===== config.mk =====
export PLATFORM = sky130hd
export DESIGN_NAME = vote_session_ctrl
export DESIGN_NICKNAME = d
export VERILOG_FILES = /design/src/rtl/vote_pkg.sv /design/src/rtl/vote_popcount.sv /design/src/rtl/vote_session_ctrl.sv
export SDC_FILE = /design/constraint.sdc
export NUM_CORES = 1
export LEC_CHECK = 0
export ABC_CLOCK_PERIOD_IN_PS = 2200
export CORE_MARGIN = 2
export CORE_UTILIZATION = 50
export DETAILED_ROUTE_END_ITERATION = 7
export PLACE_DENSITY_LB_ADDON = 0.1
export SLEW_MARGIN = 20
export SYNTH_ARGS = -nofsm -noshare
export SYNTH_HDL_FRONTEND = slang
export SYNTH_SLANG_ARGS = --single-unit

===== constraint.sdc =====
create_clock -name clk -period 2.2 [get_ports clk]
set_input_delay 0.22 -clock clk [delete_from_list [all_inputs] [get_ports clk]]
set_output_delay 0.22 -clock clk [all_outputs]
set_load 0.005 [all_outputs]

===== src/rtl/vote_pkg.sv =====
// Shared definitions for the voting session controller.
// Contents: session state enum, default voter count and ballot window
// length, and the count-width helper.
package vote_pkg;

    localparam int unsigned DEF_N_VOTERS = 4;
    localparam int unsigned DEF_TIMEOUT  = 16;

    typedef enum logic [1:0] {
        ST_IDLE  = 2'd0,
        ST_OPEN  = 2'd1,
        ST_TALLY = 2'd2,
        ST_DONE  = 2'd3
    } vote_state_e;

    // Bits needed to hold a count from 0 to n inclusive.
    function automatic int unsigned count_width(input int unsigned n);
        return $clog2(n + 1);
    endfunction

endpackage : vote_pkg


===== src/rtl/vote_popcount.sv =====
// Combinational population count of an N-bit vector.
// Ports:
//   bits_i  : vector to count
//   count_o : number of set bits in bits_i
module vote_popcount
    import vote_pkg::*;
#(
    parameter int unsigned N  = DEF_N_VOTERS,
    parameter int unsigned CW = count_width(N)
) (
    input  logic [N-1:0]  bits_i,
    output logic [CW-1:0] count_o
);

    always_comb begin
        count_o = '0;
        for (int i = 0; i < int'(N); i++) begin
            count_o = count_o + CW'(bits_i[i]);
        end
    end

endmodule : vote_popcount


===== src/rtl/vote_session_ctrl.sv =====
// Voting session sequencer: opens a ballot window, latches at most one
// ballot per voter, closes when every voter has voted or the window times
// out, then tallies yes/no counts and reports a majority decision.
// Ports:
//   clk, rst   : rising-edge clock, synchronous active-high reset
//   start      : open a session (only honoured in IDLE)
//   vote_valid : per-voter ballot strobe
//   vote_yes   : per-voter ballot value, 1 = yes
//   busy       : high while a session is OPEN, in TALLY or DONE
//   voted      : voters whose ballot has been latched
//   done       : one-cycle result strobe
//   yes_cnt    : yes ballots of the last session
//   no_cnt     : no ballots of the last session
//   pass       : decision of the last session
//   timed_out  : last session closed by timeout
//   dup_err    : last session saw a repeat ballot
// Build option: define TIE_CHAIR_EN to let voter 0 break a yes/no tie.
module vote_session_ctrl
    import vote_pkg::*;
#(
    parameter int unsigned N_VOTERS = DEF_N_VOTERS,
    parameter int unsigned TIMEOUT  = DEF_TIMEOUT
) (
    input  logic                                 clk,
    input  logic                                 rst,
    input  logic                                 start,
    input  logic [N_VOTERS-1:0]                  vote_valid,
    input  logic [N_VOTERS-1:0]                  vote_yes,
    output logic                                 busy,
    output logic [N_VOTERS-1:0]                  voted,
    output logic                                 done,
    output logic [count_width(N_VOTERS)-1:0]     yes_cnt,
    output logic [count_width(N_VOTERS)-1:0]     no_cnt,
    output logic                                 pass,
    output logic                                 timed_out,
    output logic                                 dup_err
);

    localparam int unsigned CW = count_width(N_VOTERS);
    localparam int unsigned TW = (TIMEOUT > 1) ? $clog2(TIMEOUT) : 1;

    vote_state_e           state_q;
    logic [N_VOTERS-1:0]   voted_q;
    logic [N_VOTERS-1:0]   ballot_q;
    logic [TW-1:0]         timer_q;
    logic                  busy_q;
    logic                  done_q;
    logic [CW-1:0]         yes_cnt_q;
    logic [CW-1:0]         no_cnt_q;
    logic                  pass_q;
    logic                  timed_out_q;
    logic                  dup_err_q;

    logic [N_VOTERS-1:0]   accept_c;
    logic [N_VOTERS-1:0]   voted_d;
    logic [N_VOTERS-1:0]   ballot_d;
    logic                  dup_hit_c;
    logic [CW-1:0]         yes_c;
    logic [CW-1:0]         no_c;
    logic                  pass_c;

    // Ballot acceptance: first strobe per voter is latched, repeats only flag.
    always_comb begin
        accept_c  = vote_valid & ~voted_q;
        voted_d   = voted_q | vote_valid;
        ballot_d  = (ballot_q & ~accept_c) | (vote_yes & accept_c);
        dup_hit_c = |(vote_valid & voted_q);
    end

    vote_popcount #(.N(N_VOTERS), .CW(CW)) u_pop_yes (
        .bits_i  (voted_q & ballot_q),
        .count_o (yes_c)
    );

    vote_popcount #(.N(N_VOTERS), .CW(CW)) u_pop_no (
        .bits_i  (voted_q & ~ballot_q),
        .count_o (no_c)
    );

    // Strict majority of all voters; abstentions count against.
    always_comb begin
        pass_c = (yes_c > CW'(N_VOTERS / 2));
`ifdef TIE_CHAIR_EN
        if ((yes_c == no_c) && voted_q[0]) begin
            pass_c = ballot_q[0];
        end
`endif
    end

    // Session FSM with timer, ballot and result registers.
    always_ff @(posedge clk) begin
        if (rst) begin
            state_q     <= ST_IDLE;
            voted_q     <= '0;
            ballot_q    <= '0;
            timer_q     <= '0;
            busy_q      <= 1'b0;
            done_q      <= 1'b0;
            yes_cnt_q   <= '0;
            no_cnt_q    <= '0;
            pass_q      <= 1'b0;
            timed_out_q <= 1'b0;
            dup_err_q   <= 1'b0;
        end else begin
            done_q <= 1'b0;
            case (state_q)
                ST_IDLE: begin
                    if (start) begin
                        state_q     <= ST_OPEN;
                        busy_q      <= 1'b1;
                        voted_q     <= '0;
                        ballot_q    <= '0;
                        timer_q     <= '0;
                        dup_err_q   <= 1'b0;
                        timed_out_q <= 1'b0;
                    end
                end
                ST_OPEN: begin
                    voted_q  <= voted_d;
                    ballot_q <= ballot_d;
                    if (dup_hit_c) begin
                        dup_err_q <= 1'b1;
                    end
                    // Exit is judged on the mask including this edge's ballots.
                    if (&voted_d) begin
                        state_q     <= ST_TALLY;
                        timed_out_q <= 1'b0;
                    end else if (timer_q == TW'(TIMEOUT - 1)) begin
                        state_q     <= ST_TALLY;
                        timed_out_q <= 1'b1;
                    end else begin
                        timer_q <= timer_q + TW'(1);
                    end
                end
                ST_TALLY: begin
                    yes_cnt_q <= yes_c;
                    no_cnt_q  <= no_c;
                    pass_q    <= pass_c;
                    done_q    <= 1'b1;
                    state_q   <= ST_DONE;
                end
                ST_DONE: begin
                    busy_q  <= 1'b0;
                    state_q <= ST_IDLE;
                end
                default: begin
                    state_q <= ST_IDLE;
                end
            endcase
        end
    end

    assign busy      = busy_q;
    assign voted     = voted_q;
    assign done      = done_q;
    assign yes_cnt   = yes_cnt_q;
    assign no_cnt    = no_cnt_q;
    assign pass      = pass_q;
    assign timed_out = timed_out_q;
    assign dup_err   = dup_err_q;

endmodule : vote_session_ctrl


==> results.cfg <==
[power]
p_leak_nw = 0.6650
p_clk_frac = 0.141
powerDensity_nw_per_um2 = 862.0
sequentialPowerShare = 0.389
power.total_mw = 1.457
p_sw_frac = 0.3863
combinationalPowerShare = 0.470
ir_drop_mv = 0.8293
p_switching_uw = 562.8
p_int_uw = 894.2

[synth]
synth_cells = 156
netlist_area_um2 = 1373
ys_warn_count = 0
syn_avg_cell_area_um2 = 8.799
ys_seq_elements = 25
synth.net_count = 179
ys_seq_area_frac = 0.3646
yosysUniqueCellTypes = 31

[die]
ios = 26
initial_core_util = 0.5393
dieArea_um2 = 3180
coreArea_um2 = 2545
die_w_um = 56.40
die_y_um = 56.40
rows = 18

[layout]
n_antenna_cell = 0
drive_above_1_share = 0.07143
num-nets-final = 206
final_area_um2 = 1690
fillers = 219
area_growth_pct = 23.15

[critical_path]
r2r_cells = 8
path_cells = and2_1 > ha_1 > inv_1 > fa_1 > ha_1 > a31oi_1 > mux2i_1 > nor2_1
reg2reg_to = pass$_SDFFE_PP0P_
crit_buf_inv = 1
cp_max_fo = 3
reg2reg_from = ballot_q[1]$_SDFFE_PP0P_
critPathCaptureType = flop
cp-start-kind = flop
cp_slowest_cell = fa_1
arrival_ns = 2.19
crit_path_frequent_cell = ha_1
crit_type = reg2reg
r2r_slack_ns = 0.27
critPathMaxStageDelay_ns = 0.41
crit_family = adder cells
crit_required_ns = 2.46

[drt]
wl_mm = 2.948
drcViolationCount = 0
ant_nets = 0
firstDrtPassIters = 4
vias = 1182
routed_via_density = 5.575
drt_iter0_drc = 29
wl_per_cell_um = 13.91

[clock_tree]
path_clk_slew_ns = 0.14
cts_root_buf = clkbuf_4
clk_latency_ns = 0.31
numCtsBuffers = 3
post-cts-setup-buffer-count = 0
max-clock-path-buffers = 2
postCtsHoldBufs = 0
cts_tree = built
clkSinkCount = 25
h-tree-depth = 1
cts_resized = 0

[worst_hold_path]
min_from = dup_err$_SDFFE_PP0P_
hp-class = reg2reg
hold_depth = 2
hold_end = dup_err$_SDFFE_PP0P_

[timing]
setup_violations = 0
hold_viol = 0
setup_ws_ns = 0.2679
layout_min_cycle_time_ns = 1.932
rsz0062_at_grt = false
slew-limit-headroom = 0.6763
tightest_slew_ns = 0.4856
finalCritPeriodShare = 0.8782
finalSetupTns_ns = 0
finalMaxSlewViolations = 0
max_freq_mhz = 517.6
finalClockSkew_ns = 0.001786

[global_route]
grt_pass1_vias = 1166
grt_pass1_wl_mm = 5.147
grt_max_degree = 26
overflow = 0
grt_use_total = 0.1987
antenna_found_initial = 0

[placed_design]
hpwlAfterDp_mm = 2.138
io_buffers = 25
placed_area_um2 = 1664
gp_congestion = 0.8233
dp_slack_ns = 0.2788

[run_status]
status = complete, no violations

[flow_run]
cap_violations = 0
[sequential cells by signal, indices dropped and copies added, names as in the netlist]
signal / count
pass: 1
state_q: 2
ballot_q: 4
done: 1
timed_out: 1
busy: 1
voted: 4
yes_cnt: 3
timer_q: 4
dup_err: 1
no_cnt: 3
[metal layers]
layer  track usage  routed length, µm  vias to the layer above  part of all wire
met4       0.04762                 47                        0             0.016
li1              -                  -                      601                 -
met1        0.2600               1400                      548              0.47
met2        0.3361               1358                       27              0.46
met3       0.03917                142                        6             0.048
met5             0                  0                        -                 0
[power by group through the flow]
stage | logic (mW) | clock network, mW | registers (mW)
2_1_floorplan | 0.472 | 0 | 0.576
3_3_place_gp | 0.662 | 0 | 0.573
5_1_grt | 0.773 | 0.229 | 0.576
4_1_cts | 0.687 | 0.216 | 0.566
3_5_place_dp | 0.681 | 0 | 0.577
6_report | 0.685 | 0.206 | 0.566
[placed cells by master, fill, tap and decap left out, drive strengths merged, types with 3 or more instances in the layout]
| cell type | instances |
|---|---|
| ha | 10 |
| buf | 4 |
| and3 | 5 |
| nand2b | 8 |
| a31oi | 3 |
| clkbuf | 4 |
| inv | 8 |
| clkdlybuf4s50 | 25 |
| a21oi | 17 |
| a211oi | 4 |
| o21ai | 7 |
| nor2b | 3 |
| nand3 | 4 |
| nor3 | 5 |
| nor2 | 14 |
| nand4b | 4 |
| and2 | 3 |
| dfxtp | 25 |
| nand2 | 7 |
| mux2i | 6 |
[cells by family after synthesis]
kind of cell    Yosys count  share of synthesized area
buf+inv                  15                    0.04103
compound gates           39                     0.1850
simple gates             56                     0.2197
mux                       8                    0.06290
fa+ha+maj                12                     0.1203
flops                    25                     0.3646
xor+xnor                  1                   0.006382
[synthesized netlist by cell type (all sizes together)]
library cell | n | share of area
nand3 | 4 | 0.015
xor2 | 1 | 0.0064
nor3 | 5 | 0.018
mux2i | 6 | 0.044
or2 | 1 | 0.0046
inv | 8 | 0.022
fa | 2 | 0.029
nor2 | 14 | 0.038
ha | 10 | 0.091
nand4b | 4 | 0.026
mux2 | 2 | 0.019
or4b | 1 | 0.0073
and3 | 5 | 0.023
nand2 | 7 | 0.019
nand3b | 1 | 0.0055
a22oi | 2 | 0.011
a21oi | 17 | 0.062
o22ai | 2 | 0.018
o2111ai | 1 | 0.0064
nand2b | 8 | 0.036
nor2b | 3 | 0.014
a21o | 1 | 0.0055
o21ai | 7 | 0.026
o211ai | 2 | 0.021
and2 | 3 | 0.014
clkbuf | 7 | 0.019
dfxtp | 25 | 0.36
a211oi | 4 | 0.022
a31oi | 3 | 0.014
[worst reg2reg max path, stage by stage, from the launching register on]
cell	delay [ns]
dfxtp_1	0.35
and2_1	0.16
ha_1	0.27
inv_1	0.05
fa_1	0.41
ha_1	0.31
a31oi_1	0.16
mux2i_1	0.09
nor2_1	0.09
[area by class of cell]
class,instances,area (µm²),area share
Timing Repair Buffer,29,280.3,0.1658
Clock buffer,4,26.28,0.01554
Inverter,8,30.03,0.01776
Multi-Input combinational cell,116,815.8,0.4826
Sequential cell,25,500.5,0.2961
Tap cell,30,37.54,0.02221
[how the worst max path moves through the flow]
| stage | endpoint | from | cells after the start |
|---|---|---|---|
| after floorplan | pass$_SDFFE_PP0P_ | voted[0]$_SDFFE_PP0P_ | 8 |
| after global placement | timer_q[3]$_SDFFE_PP0P_ | vote_valid[1] | 5 |
| after detailed placement | pass$_SDFFE_PP0P_ | ballot_q[1]$_SDFFE_PP0P_ | 8 |
| after CTS | pass$_SDFFE_PP0P_ | ballot_q[1]$_SDFFE_PP0P_ | 8 |
| after global routing | pass$_SDFFE_PP0P_ | ballot_q[1]$_SDFFE_PP0P_ | 8 |
| final | pass$_SDFFE_PP0P_ | ballot_q[1]$_SDFFE_PP0P_ | 8 |
[per-stage QoR]
step                      hold slack [ns]  instances  utilization
after floorplan                    0.3890        156            -
after global placement             0.4634        208       0.6539
after detailed placement           0.4669        208       0.6539
after CTS                          0.4825        212       0.6642
after global routing               0.4972        212       0.6642
final                              0.4843        212       0.6642
No activity file was read; power rests on OpenSTA's default activity.
